### src/rtl/uart_rx_deserializer.sv
// UART receive path: 2-flop synchroniser, mid-bit sampling FSM, parity/stop checks,
// sticky error flags and a first-word-fall-through FIFO of accepted words.
module uart_rx_deserializer #(
  parameter int SYSCLK_RATE = 9600000,
  parameter int BAUD_RATE   = 9600,
  parameter int DATA_BITS   = 8,
  parameter int STOP_BITS   = 2,
  parameter int FIFO_WIDTH  = 4,
  parameter int PARITY_ODD  = 0
) (
  input  logic                 SysClk,
  input  logic                 Reset_n,
  input  logic                 RxD,
  input  logic                 RxRead,
  input  logic                 ErrClear,
  output logic [DATA_BITS-1:0] RxData,
  output logic                 RxValid,
  output logic                 RxFull,
  output logic                 Busy,
  output logic                 ParityErr,
  output logic                 FrameErr,
  output logic                 Overrun
);

  localparam int CLKS_PER_BIT = SYSCLK_RATE / BAUD_RATE;
  localparam int CW   = $clog2(CLKS_PER_BIT);
  localparam int PW   = (FIFO_WIDTH > 1) ? $clog2(FIFO_WIDTH) : 1;
  localparam int CNTW = $clog2(FIFO_WIDTH + 1);
  localparam logic PAR_REF = (PARITY_ODD != 0);

  typedef enum logic [2:0] {IDLE, START, DATA, PARITY, STOP} state_t;

  state_t r_state, w_state_nxt;

  logic                 r_sync1, r_sync2, r_rx_prev;
  logic [CW-1:0]        r_cnt;
  logic [2:0]           r_bitcnt;
  logic [DATA_BITS-1:0] r_shift;
  logic                 r_par_bad, r_frm_bad;
  logic [DATA_BITS-1:0] r_mem [FIFO_WIDTH];
  logic [PW-1:0]        r_wr, r_rd;
  logic [CNTW-1:0]      r_count;
  logic                 r_par_err, r_frm_err, r_ovr;

  logic w_rx, w_tick;
  logic w_ld_half, w_ld_full, w_clr_bits;
  logic w_samp_data, w_samp_par, w_samp_stop, w_commit;
  logic w_frm_now, w_good, w_full, w_push, w_pop, w_ovr_set;

  assign w_rx   = r_sync2;
  assign w_tick = (r_cnt == '0);

  // Line synchroniser plus one-cycle history for falling-edge detection.
  always_ff @(posedge SysClk or negedge Reset_n) begin
    if (!Reset_n) begin
      r_sync1   <= 1'b1;
      r_sync2   <= 1'b1;
      r_rx_prev <= 1'b1;
    end else begin
      r_sync1   <= RxD;
      r_sync2   <= r_sync1;
      r_rx_prev <= r_sync2;
    end
  end

  always_ff @(posedge SysClk or negedge Reset_n) begin
    if (!Reset_n) r_state <= IDLE;
    else          r_state <= w_state_nxt;
  end

  always_comb begin
    w_state_nxt = r_state;
    w_ld_half   = 1'b0;
    w_ld_full   = 1'b0;
    w_clr_bits  = 1'b0;
    w_samp_data = 1'b0;
    w_samp_par  = 1'b0;
    w_samp_stop = 1'b0;
    w_commit    = 1'b0;
    case (r_state)
      IDLE: begin
        if (r_rx_prev && !w_rx) begin
          w_state_nxt = START;
          w_ld_half   = 1'b1;
        end
      end
      START: begin
        if (w_tick) begin
          if (!w_rx) begin
            w_state_nxt = DATA;
            w_ld_full   = 1'b1;
            w_clr_bits  = 1'b1;
          end else begin
            w_state_nxt = IDLE;
          end
        end
      end
      DATA: begin
        if (w_tick) begin
          w_samp_data = 1'b1;
          w_ld_full   = 1'b1;
          if (r_bitcnt == 3'(DATA_BITS - 1)) w_state_nxt = PARITY;
        end
      end
      PARITY: begin
        if (w_tick) begin
          w_samp_par  = 1'b1;
          w_ld_full   = 1'b1;
          w_clr_bits  = 1'b1;
          w_state_nxt = STOP;
        end
      end
      STOP: begin
        if (w_tick) begin
          w_samp_stop = 1'b1;
          if (r_bitcnt == 3'(STOP_BITS - 1)) begin
            w_commit    = 1'b1;
            w_state_nxt = IDLE;
          end else begin
            w_ld_full = 1'b1;
          end
        end
      end
      default: w_state_nxt = IDLE;
    endcase
  end

  always_ff @(posedge SysClk or negedge Reset_n) begin
    if (!Reset_n) begin
      r_cnt     <= '0;
      r_bitcnt  <= '0;
      r_shift   <= '0;
      r_par_bad <= 1'b0;
      r_frm_bad <= 1'b0;
    end else begin
      if (w_ld_half)      r_cnt <= CW'(CLKS_PER_BIT / 2 - 1);
      else if (w_ld_full) r_cnt <= CW'(CLKS_PER_BIT - 1);
      else if (!w_tick)   r_cnt <= r_cnt - CW'(1);

      if (w_clr_bits)                     r_bitcnt <= '0;
      else if (w_samp_data || w_samp_stop) r_bitcnt <= r_bitcnt + 3'd1;

      // LSB arrives first, so shift right and insert at the MSB.
      if (w_samp_data) r_shift <= (r_shift >> 1) | (DATA_BITS'(w_rx) << (DATA_BITS - 1));

      if (w_samp_par) r_par_bad <= (((^r_shift) ^ w_rx) != PAR_REF);

      if (w_clr_bits)                r_frm_bad <= 1'b0;
      else if (w_samp_stop && !w_rx) r_frm_bad <= 1'b1;
    end
  end

  // The last stop sample is folded in combinationally so commit happens on that cycle.
  assign w_frm_now = r_frm_bad | (w_samp_stop & ~w_rx);
  assign w_good    = w_commit & ~r_par_bad & ~w_frm_now;
  assign w_full    = (r_count == CNTW'(FIFO_WIDTH));
  assign w_pop     = RxRead & (r_count != '0);
  assign w_push    = w_good & (~w_full | w_pop);
  assign w_ovr_set = w_good & w_full & ~RxRead;

  always_ff @(posedge SysClk) begin
    if (w_push) r_mem[r_wr] <= r_shift;
  end

  always_ff @(posedge SysClk or negedge Reset_n) begin
    if (!Reset_n) begin
      r_wr    <= '0;
      r_rd    <= '0;
      r_count <= '0;
    end else begin
      if (w_push) r_wr <= (r_wr == PW'(FIFO_WIDTH - 1)) ? '0 : r_wr + PW'(1);
      if (w_pop)  r_rd <= (r_rd == PW'(FIFO_WIDTH - 1)) ? '0 : r_rd + PW'(1);
      case ({w_push, w_pop})
        2'b10:   r_count <= r_count + CNTW'(1);
        2'b01:   r_count <= r_count - CNTW'(1);
        default: r_count <= r_count;
      endcase
    end
  end

  // A set event in the same cycle as ErrClear takes priority.
  always_ff @(posedge SysClk or negedge Reset_n) begin
    if (!Reset_n) begin
      r_par_err <= 1'b0;
      r_frm_err <= 1'b0;
      r_ovr     <= 1'b0;
    end else begin
      r_par_err <= (w_commit & r_par_bad) | (r_par_err & ~ErrClear);
      r_frm_err <= (w_commit & w_frm_now) | (r_frm_err & ~ErrClear);
      r_ovr     <= w_ovr_set | (r_ovr & ~ErrClear);
    end
  end

  assign RxValid   = (r_count != '0);
  assign RxFull    = w_full;
  assign RxData    = RxValid ? r_mem[r_rd] : '0;
  assign Busy      = (r_state != IDLE);
  assign ParityErr = r_par_err;
  assign FrameErr  = r_frm_err;
  assign Overrun   = r_ovr;

endmodule

### config.mk
export PLATFORM = sky130hd
export DESIGN_NAME = uart_rx_deserializer
export DESIGN_NICKNAME = d
export VERILOG_FILES = /design/src/rtl/uart_rx_deserializer.sv
export SDC_FILE = /design/constraint.sdc
export NUM_CORES = 1
export LEC_CHECK = 0
export ABC_AREA = 1
export ABC_CLOCK_PERIOD_IN_PS = 2800
export CAP_MARGIN = 20
export CORE_MARGIN = 5
export CORE_UTILIZATION = 50
export CTS_CLUSTER_SIZE = 20
export DETAILED_ROUTE_END_ITERATION = 12
export HOLD_SLACK_MARGIN = 0.05
export PLACE_DENSITY = 0.74
export SETUP_SLACK_MARGIN = 0.5
export SLEW_MARGIN = 30
export SYNTH_ARGS = -nofsm -noshare
export SYNTH_HDL_FRONTEND = slang
export SYNTH_SLANG_ARGS = --single-unit
### constraint.sdc
create_clock -name SysClk -period 2.8 [get_ports SysClk]
set_input_delay 0.42 -clock SysClk [delete_from_list [all_inputs] [get_ports SysClk]]
set_output_delay 0.42 -clock SysClk [all_outputs]
set_load 0.02 [all_outputs]
# Word level (Yosys, flattened, before mapping)
# Memories as Yosys holds them, arrays and structs flattened.
# Cells that the tools add are included.
[totals] regBits=39 mem_bits_rw=32 in_bits=5 output_inout_bits=14 wordCells=117 mem_count=1
[mem_list] name="r_mem" depth=4 word_bits=8 rd=1 rd_clocked_by_memory_dff=0 write_ports=1 line="40" source="logic [DATA_BITS-1:0] r_mem [FIFO_WIDTH];"
[classes] add_sub_neg=6 n_eq_ne=19 muxes=37 n_bitwise=25 reduce_logical=14
[op_table] operator="2-to-1 mux 10 bit" count=3
[op_table] operator="2-to-1 mux 3 bit" count=9
[op_table] operator="2-to-1 mux 1 bit" count=17
[op_table] operator="case mux 3 bit (5 select lines)" count=1
[op_table] operator="inequality test 2 bit, second input constant" count=7
[op_table] operator="bitwise AND 1 bit" count=12
[op_table] operator="zero test 10 bit" count=1
[op_table] operator="subtractor 10 x 1 -> 10 bit, second input constant" count=1
[op_table] operator="equality test 3 bit, second input constant" count=3
[op_table] operator="2-to-1 mux 8 bit" count=1
[op_table] operator="bitwise OR 7 x 8 -> 8 bit" count=1
[op_table] operator="parity 8 bit" count=1
[op_table] operator="AND reduction 7 bit" count=1
[op_table] operator="adder 3 x 1 -> 3 bit, second input constant" count=2
[op_table] operator="equality test 2 bit, second input constant" count=3
[op_table] operator="equality test 3 x 1 -> 1 bit, second input constant" count=2
[op_table] operator="equality test 3 x 2 -> 1 bit, second input constant" count=2
[op_table] operator="2-to-1 mux 2 bit" count=3
[op_table] operator="inverter 1 bit" count=6
[op_table] operator="case mux 3 bit (2 select lines)" count=1
[op_table] operator="nonzero test 2 bit" count=3
[op_table] operator="nonzero test 3 bit" count=2
[op_table] operator="bitwise OR 1 bit" count=5
[op_table] operator="adder 2 x 1 -> 2 bit, second input constant" count=2
[op_table] operator="other kinds (11)" count=12

# Logic depth before layout (Yosys ltp)
# Gate-level depths: netlist of run 1.
[logic_depth] depth_word=10 ltp_mapped=14 ltp_nobuf=14

# Worst setup path before layout of run 1
# OpenSTA, ideal clock, no wires.
[synth_timing] kind="register to register" startpoint="register r_count[1]" endpoint="register r_count[2]" setup_time_ns=0.131 arrival_ns=2.298 t_required_ns=2.669 path_slack_ns=0.371 stages_incl_launch_ff=10 n_path_buf=0 synth_period_minus_slack_ns=2.429 cell_sequence="dfrtp_1 -> nor3_1 -> nand2_1 -> nand3_2 -> ha_1 -> inv_1 -> fa_1 -> a21oi_1 -> o21ai_0 -> xor2_1"
[synth_via] elab_chain_cells=6 elab_cells_between_ends=12 cone_classes="2 x add/sub; 3 x eq/ne; 1 x mux; 4 x bitwise; 2 x reduce/logical"
[synth_lines] item="from (decl)" line="42" source="logic [CNTW-1:0] r_count;"
[synth_lines] item="from (signal assigned)" line="174" source="2'b10: r_count <= r_count + CNTW'(1);"
[synth_lines] item="from (signal assigned)" line="175" source="2'b01: r_count <= r_count - CNTW'(1);"
[synth_lines] item="from (signal assigned)" line="176" source="default: r_count <= r_count;"
[synth_lines] item="equality test 3 bit *" line="156" source="assign w_full = (r_count == CNTW'(FIFO_WIDTH));"
[synth_lines] item="via RxFull" line="18" source="output logic RxFull,"
[synth_lines] item="inverter 1 bit *" line="158" source="assign w_push = w_good & (~w_full | w_pop);"
[synth_lines] item="bitwise OR 1 bit *" line="158"
[synth_lines] item="bitwise AND 1 bit *" line="158"
[synth_lines] item="equality test 2 x 1 -> 1 bit or equality test 2 bit (tied branches)" line="173" source="case ({w_push, w_pop})"
[synth_lines] item="case mux 3 bit (2 select lines) or nonzero test 2 bit (tied branches)"
# Mark *: on every way through the listed nets, which the timed path passes. The rest lies on a longest branch.
# A chain may end at the register's enable or synchronous reset.

# Worst setup path after layout of run 1
[layout_timing] startpoint="register r_state[1]" endpoint="register r_count[2]"
[layout_via] elab_chain_cells=9 elab_cells_between_ends=13 cone_classes="3 x eq/ne; 3 x mux; 6 x bitwise; 1 x reduce/logical"
[layout_lines] item="from (decl)" line="33" source="state_t r_state, w_state_nxt;"
[layout_lines] item="from (signal assigned)" line="68" source="else r_state <= w_state_nxt;"
[layout_lines] item="equality test 3 bit *" line="80" source="case (r_state)"
[layout_lines] item="2-to-1 mux 1 bit" line="80"
[layout_lines] item="bitwise AND 1 bit" line="154" source="assign w_frm_now = r_frm_bad | (w_samp_stop & ~w_rx);"
[layout_lines] item="bitwise OR 1 bit" line="154"
[layout_lines] item="inverter 1 bit" line="155" source="assign w_good = w_commit & ~r_par_bad & ~w_frm_now;"
[layout_lines] item="bitwise AND 1 bit *" line="155"
[layout_lines] item="bitwise AND 1 bit *" line="158"
[layout_lines] item="equality test 2 x 1 -> 1 bit or equality test 2 bit (tied branches)" line="173"
[layout_lines] item="case mux 3 bit (2 select lines) or nonzero test 2 bit (tied branches)"
# Mark *: on every way between the ends. The rest lies on a longest branch, timed or not.

==> impl_table.tex, run 1 <==
\begin{tabular}{lr}
\hline
Metric & Value \\
\hline
\multicolumn{2}{l}{\textbf{Logic synthesis}} \\
\quad Average cell area after synthesis & between 9 and 10 um\^{}2 \\
\quad Synthesis Warnings & 0 \\
\quad Sequential share of the synthesized area & 55.33\% \\
\quad Count of mapped cells out of synthesis & 382 \\
\quad Yosys cell types & 33 \\
\quad Syn Nets & 399 \\
\quad Register bit total from synthesis & 71 \\
\quad Post-synth design cell area & 3507 um\^{}2 \\
\multicolumn{2}{l}{\textbf{Place}} \\
\quad Number of placed cells counting well taps & 497 \\
\quad Detailed placement HPWL & approximately 4600 um \\
\quad Placement Setup Slack & around 320 ps \\
\quad Port bufs & 18 \\
\quad Gpl congestion & 0.8499 \\
\multicolumn{2}{l}{\textbf{Setup path}} \\
\quad Worst setup EP type & flip-flop \\
\quad Slowest-stage cell, CP & dfrtp\_2 \\
\quad Data required time at the worst endpoint & between 3000 and 4000 ps \\
\quad Max incr delay on CP & 440 ps \\
\quad Arrival time worst endpoint & 2440 ps \\
\quad Critical Path Fanout Max & 7 \\
\quad Startpoint-to-endpoint class of the critical path & reg2reg \\
\quad Startpoint kind of the worst setup timing path & flip-flop \\
\quad Worst path most repeated cell & inv\_2 \\
\quad Cells along the critical path & inv\_2, nand3\_2, inv\_2, nand4\_1, nand2\_2, inv\_2, nand3\_4, ha\_2, inv\_2, fa\_2, a21oi\_2, o21ai\_1, xor2\_1 \\
\multicolumn{2}{l}{\textbf{Finish}} \\
\quad Core occupancy in the finished layout & 60.55\% \\
\quad Post-route insts no fill & about 520 \\
\quad Combined area of the multi-input logic cells & 1389 um\^{}2 \\
\quad Ratio of cells with drive above 1 in the final layout & 17.62\% \\
\quad Ant. Diodes & 0 \\
\quad FF/Latch Area & 1943 um\^{}2 \\
\quad Final Net Count & roughly 430 \\
\quad Fill cell count & about 560 \\
\quad Post-synthesis to final-layout area growth & 17.30\% \\
\multicolumn{2}{l}{\textbf{CTS}} \\
\quad Clock network latency to the later pin of the worst-skew pair & 350 ps \\
\quad Clk slew on worst S/H paths & about 80 ps \\
\quad Number of hold-repair buffers added at the cts stage & 0 \\
\quad Bufs on Longest Clock Path & 2 \\
\quad Number of clock buffers inserted by TritonCTS & 9 \\
\quad Buffer type at the clock tree root & clkbuf\_8 \\
\quad Clock sinks & 71 \\
\quad Clock tree from TritonCTS & done \\
\quad H-tree Lvls & 3 \\
\multicolumn{2}{l}{\textbf{Run}} \\
\quad Max cap viols & 0 \\
\multicolumn{2}{l}{\textbf{Detailed routing}} \\
\quad Final routed DRC violation total & 0 \\
\quad Post-detailed-routing wire length & 6717 um \\
\quad Iteration-0 DRC Markers & 76 \\
\quad Vias per cell & 5.002 \\
\quad Number of routed nets with antenna violations & 0 \\
\quad First drt pass iteration count & 4 \\
\quad Via Count & 2581 \\
\quad Post-detailed-route wirelength per cell & 13.02 um \\
\multicolumn{2}{l}{\textbf{Die}} \\
\quad Die Y & 93.75 um \\
\quad Standard cell core area & 6794 um\^{}2 \\
\quad DIE WIDTH & 93.75 um \\
\quad Starting density of the core & 51.62\% \\
\quad Area of the die & 8789 um\^{}2 \\
\quad Top Ports & 19 \\
\quad Placement Rows & 30 \\
\multicolumn{2}{l}{\textbf{Timing}} \\
\quad Worst hold margin & roughly 34 ps \\
\quad Max-slew headroom & 66.97\% \\
\quad Minimum period implied by the final worst setup slack & 2204 ps \\
\quad Final count of negative-setup-slack endpoints & 0 \\
\quad Fmax achieved & 0.4536 GHz \\
\quad Setup repair after global routing missed its margin & yes \\
\quad Final clock period utilization by the worst path & 78.73\% \\
\quad Number of max-slew violations in the final report & 0 \\
\quad Sum of negative setup slack & 0 ps \\
\quad Largest clock skew in the final design & 10.03 ps \\
\quad Worst slew pin tran & 495.4 ps \\
\quad Worst setup slack after layout & 595.6 ps \\
\quad Hold Violations, Final & 0 \\
\multicolumn{2}{l}{\textbf{Power and ir drop}} \\
\quad Part of the total power dissipated in combinational logic & 37.3\% \\
\quad Net switching fraction of the power & 37.72\% \\
\quad Power Dens Cells & approximately 870 nW/um\^{}2 \\
\quad Portion of total power attributed to the clock network & 24.8\% \\
\quad Internal power summed over all cells & 2.237 mW \\
\quad Net load switching power & 1.355 mW \\
\quad Static leakage & around 1.8 nW \\
\quad Register share of total power & a little under two fifths \\
\quad Maximum VDD drop & 0.0005282 V \\
\multicolumn{2}{l}{\textbf{Status}} \\
\quad Status & finished clean \\
\multicolumn{2}{l}{\textbf{Worst hold path}} \\
\quad Class of the tightest hold or removal check & in2async \\
\multicolumn{2}{l}{\textbf{Global routing}} \\
\quad Antenna violations before repair & 0 \\
\quad Total congestion overflow & 0 \\
\quad First-pass GRT wire length & 11830 um \\
\quad Vias in the first global route & 2654 \\
\quad Total track usage & around 17\% \\
\quad Pin count of the biggest net entering global routing & 40 \\
\hline
\end{tabular}
## timing repair
action	CTS	global route
buffers inserted	2	1
gates resized for setup	17	13
setup endpoints to repair	10	12
endpoints found under the hold margin	0	0
pin swaps	2	1
## power groups by stage
stage                     Clock, mW  Sequential, mW  Combinational, mW
after CTS                     0.900            1.36               1.31
after detailed placement          0            1.37               1.33
after global placement            0            1.36               1.28
after floorplan                   0            1.33              0.901
after global routing          0.955            1.38               1.51
final                         0.889            1.36               1.34
## metrics by stage
| step | instance area, um^2 | power, mW |
|---|---|---|
| finish | 4114 | 3.592 |
| global route | 4114 | 3.846 |
| CTS | 4079 | 3.570 |
| detailed placement | 3825 | 2.694 |
| global placement | 3825 | 2.637 |
| floorplan | 3512 | 2.235 |
## cells in the mapped netlist, drive strengths merged
cell	n	area, um^2
xor2	6	52.55
o22ai	2	12.51
nand2	78	305.3
a21oi	15	75.07
nor3	7	45.04
dfrtp	36	900.9
ha	11	137.6
xnor2	2	17.52
or2	1	6.260
inv	50	187.7
nor2	68	292.8
nand3b	2	15.01
clkbuf	1	3.750
nand3	16	105.1
clkinv	1	3.750
o21ai	38	190.2
o211ai	1	7.510
buf	5	31.28
nand4	4	40.04
fa	1	20.02
dfstp	3	78.83
and2	1	6.260
mux2	1	11.26
edfxtp	32	960.9
## path summary, 6_finish.rpt
check                           startpoint         end  slack (ps)  cells after the start
worst max-delay path            r_state[1]  r_count[2]         600                     13
worst min-delay path               Reset_n  r_state[0]          30                      1
worst max register to register  r_state[1]  r_count[2]         600                     13
worst min register to register     r_sync1     r_sync2         370                      0
max in group asynchronous          Reset_n     r_rd[0]        2390                      1
min in group SysClk                r_sync1     r_sync2         370                      0
## per-layer routing
| layer | up-vias | global-route usage, % | share of wire [%] |
|---|---|---|---|
| li1 | 1305 | - | - |
| met1 | 1216 | 19.95 | 43 |
| met2 | 44 | 30.57 | 51 |
| met3 | 16 | 3.365 | 2.9 |
| met4 | 0 | 7.822 | 2.5 |
| met5 | - | 0 | 0 |
## state kept, by name (all words and copies together) (netlist names), 2 cells and up
| name | count |
|---|---|
| r_wr | 2 |
| r_rd | 2 |
| r_shift | 8 |
| r_count | 3 |
| r_cnt | 10 |
| r_bitcnt | 3 |
| r_mem | 32 |
| r_state | 3 |
## kinds of logic after synthesis
logic type | synth area share [%]
muxes | 0.3211
adders and majority gates | 4.495
buffers and inverters | 6.457
DFF | 55.33
and+or+nand+nor | 23.26
AOI/OAI and AO/OA | 8.134
xor gates and xnor gates | 1.998
## placed cells by master (no fill, tap or decap), types with 3 or more instances in the layout
cell type        count
nand4_1              3
nand3_2              4
nor3_1               3
edfxtp_1            32
clkbuf_8             9
o21ai_0             33
dfstp_2              3
clkdlybuf4s50_1      9
inv_2               11
nand2_2              6
nor3_2               4
xor2_1               6
dfrtp_1             34
ha_1                 9
o21ai_1              5
nor2_4               5
nand3_1             11
dlygate4sd2_1        6
buf_4               10
nor2_1              60
nor2_2               3
nand2_1             72
a21oi_1             14
inv_1               38
## area by class of cell
class                           instances  area share, %
Sequential cell                        71          47.23
Multi-Input combinational cell        254          33.76
Timing Repair Buffer                   28          6.144
Inverter                               51          4.775
Clock buffer                           10          3.102
Tap cell                               96          2.920
Clock inverter                          6          2.068
## critical path: cells and delay by family, from the launching register on
family	cells	cell delay, ps
AO/OA/AOI/OAI	2	220
AND/OR/NAND/NOR	4	410
flip-flops	1	440
adder cells (fa/ha/maj)	2	540
XOR/XNOR	1	140
buffers and inverters	4	350
Power figures use the tool's default switching activity.
==> run 2, diff against run 1 <==
- ABC_CLOCK_PERIOD_IN_PS: 2800 -> 2100
- clock period: 2.8 -> 2.1 ns (I/O delays scaled with it)
==> run 2 against run 1 <==
Against the previous run: non-clock buffer count rose by 46; routed wire length rose by 30%; cell count rose by 9.3%; worst setup slack got worse by 570 ps; clock skew fell by 4.5 ps; critical path type unchanged; highest routed layer unchanged; largest cell class unchanged.
==> impl_table.tex, run 2 (synthesized netlist as in run 1, its figures left out) <==
\begin{tabular}{lr}
\hline
Metric & Value \\
\hline
\multicolumn{2}{l}{\textbf{CTS}} \\
\quad Buffer type at the clock tree root & clkbuf\_8 \\
\quad Clock tree from TritonCTS & done \\
\quad Clk slew on worst S/H paths & 80 ps (about the same) \\
\quad Clock sinks & 71 (unchanged) \\
\quad Clock network latency to the later pin of the worst-skew pair & 340 ps (about the same) \\
\quad Number of clock buffers inserted by TritonCTS & 9 (unchanged) \\
\quad Bufs on Longest Clock Path & 2 (unchanged) \\
\quad H-tree Lvls & 3 (unchanged) \\
\multicolumn{2}{l}{\textbf{Timing}} \\
\quad Number of max-slew violations in the final report & 0 (unchanged) \\
\quad Worst slew pin tran & 510.7 ps (+15.30 ps) \\
\quad Max-slew headroom & 65.95\% (-1.0 points) \\
\quad Fmax achieved & 0.4828 GHz (+6.4\%) \\
\quad Setup repair after global routing missed its margin & yes \\
\quad Final count of negative-setup-slack endpoints & 0 (unchanged) \\
\quad Hold Violations, Final & 0 (unchanged) \\
\quad Largest clock skew in the final design & 5.528 ps (-4.499 ps) \\
\quad Minimum period implied by the final worst setup slack & 2071 ps (-133.3 ps) \\
\quad Final clock period utilization by the worst path & 98.62\% (+20 points) \\
\quad Worst hold margin & 359.1 ps (+324.8 ps) \\
\multicolumn{2}{l}{\textbf{Finish}} \\
\quad Final Net Count & 480 (+11\%) \\
\quad Max FFs per register & 32 (unchanged) \\
\quad Ratio of cells with drive above 1 in the final layout & 41.24\% (+24 points) \\
\quad Most common library cell in the layout ignoring fill and taps & nand2\_1 \\
\quad Ant. Diodes & 0 (unchanged) \\
\quad Post-synthesis to final-layout area growth & 41.28\% \\
\quad Biggest registers after layout & r\_mem: 32 flops, r\_cnt: 10 flops, r\_shift: 8 flops \\
\quad Design area & 4955 um\^{}2 (+20\%) \\
\quad Commonest non-fill, non-tap cells in the layout & 62 x nand2\_1, 35 x nor2\_1, 34 x buf\_4 \\
\quad Largest reg by FF count & r\_mem \\
\quad Core occupancy in the finished layout & 72.93\% (+12 points) \\
\multicolumn{2}{l}{\textbf{Run}} \\
\quad Max cap viols & 0 (unchanged) \\
\multicolumn{2}{l}{\textbf{Power and ir drop}} \\
\quad Power Dens Cells & 1160 nW/um\^{}2 (+33\%) \\
\quad Post-route total power & 5.750 mW (+60\%) \\
\quad Static leakage & 2.157 nW (+19\%) \\
\quad Maximum VDD drop & 0.0007010 V (+33\%) \\
\multicolumn{2}{l}{\textbf{Die}} \\
\quad DIE WIDTH & 93.75 um (unchanged) \\
\quad Top Ports & 19 (unchanged) \\
\quad Area of the die & 8789 um\^{}2 (unchanged) \\
\quad Placement Rows & 30 (unchanged) \\
\quad Starting density of the core & 51.62\% (unchanged) \\
\quad Standard cell core area & 6794 um\^{}2 (unchanged) \\
\quad Die Y & 93.75 um (unchanged) \\
\multicolumn{2}{l}{\textbf{Detailed routing}} \\
\quad Post-detailed-route wirelength per cell & 15.43 um (+18\%) \\
\quad Via Count & 2941 (+14\%) \\
\quad First drt pass iteration count & 4 (unchanged) \\
\quad Vias per cell & 5.215 (+4.3\%) \\
\quad Iteration-0 DRC Markers & 175 (+130\%) \\
\quad Post-detailed-routing wire length & 8700 um (+30\%) \\
\quad Number of routed nets with antenna violations & 0 (unchanged) \\
\quad Final routed DRC violation total & 0 (unchanged) \\
\multicolumn{2}{l}{\textbf{Global routing}} \\
\quad Antenna violations before repair & 0 (unchanged) \\
\quad Pin count of the biggest net entering global routing & 40 (unchanged) \\
\quad Total congestion overflow & 0 (unchanged) \\
\quad First-pass GRT wire length & 12660 um (+7.0\%) \\
\quad Vias in the first global route & 2787 (+5.0\%) \\
\quad Total track usage & 18.49\% (+1.3 points) \\
\multicolumn{2}{l}{\textbf{Setup path}} \\
\quad Source of the worst register-to-register timing path & r\_cnt[2] \\
\quad Worst flop-to-flop path endpoint & r\_count[2] \\
\quad Bufs and invs on worst path & 3 (-1) \\
\quad Arrival time worst endpoint & 2300 ps (-140 ps) \\
\quad R2r setup slk & 30 ps (-570 ps) \\
\quad Slowest-stage cell, CP & dfrtp\_1 \\
\quad Cells along the critical path & nor2\_4, inv\_1, nor2\_1, nand4\_1, nand2\_2, inv\_2, nand3\_4, ha\_4, inv\_4, fa\_2, a21oi\_2, o21ai\_1, xor2\_1 \\
\quad Data required time at the worst endpoint & 2330 ps (-710 ps) \\
\quad Critical Path Fanout Max & 3 (-4) \\
\quad Startpoint-to-endpoint class of the critical path & reg2reg \\
\quad Max incr delay on CP & 440 ps (about the same) \\
\quad Crit path max-delay family & simple AND/OR/NAND/NOR gates \\
\quad Cells on worst reg2reg path & 13 (unchanged) \\
\quad Startpoint kind of the worst setup timing path & flip-flop \\
\quad Worst setup EP type & flip-flop \\
\multicolumn{2}{l}{\textbf{Place}} \\
\quad Port bufs & 18 (unchanged) \\
\quad Gpl congestion & 0.8436 (-0.74\%) \\
\quad Detailed placement HPWL & 4533 um (-2.1\%) \\
\quad Placed cell areas & 3978 um\^{}2 (+4.0\%) \\
\multicolumn{2}{l}{\textbf{Worst hold path}} \\
\quad Number of cells traversed by the worst hold path & 0 \\
\quad Class of the tightest hold or removal check & reg2reg \\
\quad Hold Crit Start & r\_sync1 \\
\quad Hold Crit Endpoint & r\_sync2 \\
\multicolumn{2}{l}{\textbf{Status}} \\
\quad Status & finished clean \\
\hline
\end{tabular}
-- run 2: cell count changes in the layout (fill, tap and decap cells not counted), sizes merged --
cell	before	now
buf	11	65
clkdlybuf4s50	9	3
dlygate4sd2	6	4
clkdlybuf4s15	1	0
nand2	78	80
clkbuf	11	10
dlygate4sd3	0	1
inv	49	50
-- run 2: report_power, final --
group          switching, mW  internal [mW]  total (mW)  leakage, nW
logic                   1.50           1.20        2.70         1.25
registers              0.214           1.62        1.84        0.800
clock network          0.542          0.670        1.21        0.105
-- run 2: worst max path at each step --
stage / startpoint / to / slack (ps) / cells past startpoint
CTS: r_cnt[0] / r_count[2] / 70 / 14
finish: r_cnt[2] / r_count[2] / 30 / 13
global route: r_cnt[6] / r_count[2] / -170 / 13
global placement: r_cnt[1] / r_count[2] / 30 / 14
detailed placement: r_cnt[1] / r_count[2] / -30 / 14
floorplan: r_cnt[0] / r_count[2] / 30 / 14
-- run 2: layout make-up --
type                       count  area [um^2]
sequential                    71         1946
fill                         413         1839
multi-input combinational    256         1743
timing repair buffer          74        716.9
inverter                      51        207.7
clock buffer                   9        123.9
tap                           96        120.1
clock inverter                 7        97.59
-- run 2: repair_timing --
item	in CTS	in global routing
hold endpoints to repair	36	0
setup buffers	20	13
gates resized for setup	91	122
hold buffers	1	0
endpoints found under the setup margin	64	67
cloned	1	4
pin swaps	11	31
-- run 2: per-stage QoR --
stage	cells	setup WS, ps	TNS (ps)
after global placement	509	32.31	0
after global routing	564	-171.0	-970.0
final	564	28.94	0
after detailed placement	509	-34.12	-34.12
after floorplan	382	31.03	0
after CTS	547	71.75	0
-- run 2: layer usage --
metal | track usage (%) | vias to the layer above | share of wire, %
met5 | 0 | - | 0
li1 | - | 1406 | -
met1 | 22.45 | 1448 | 39
met3 | 3.766 | 22 | 3.2
met4 | 6.980 | 0 | 2.4
met2 | 32.23 | 65 | 56
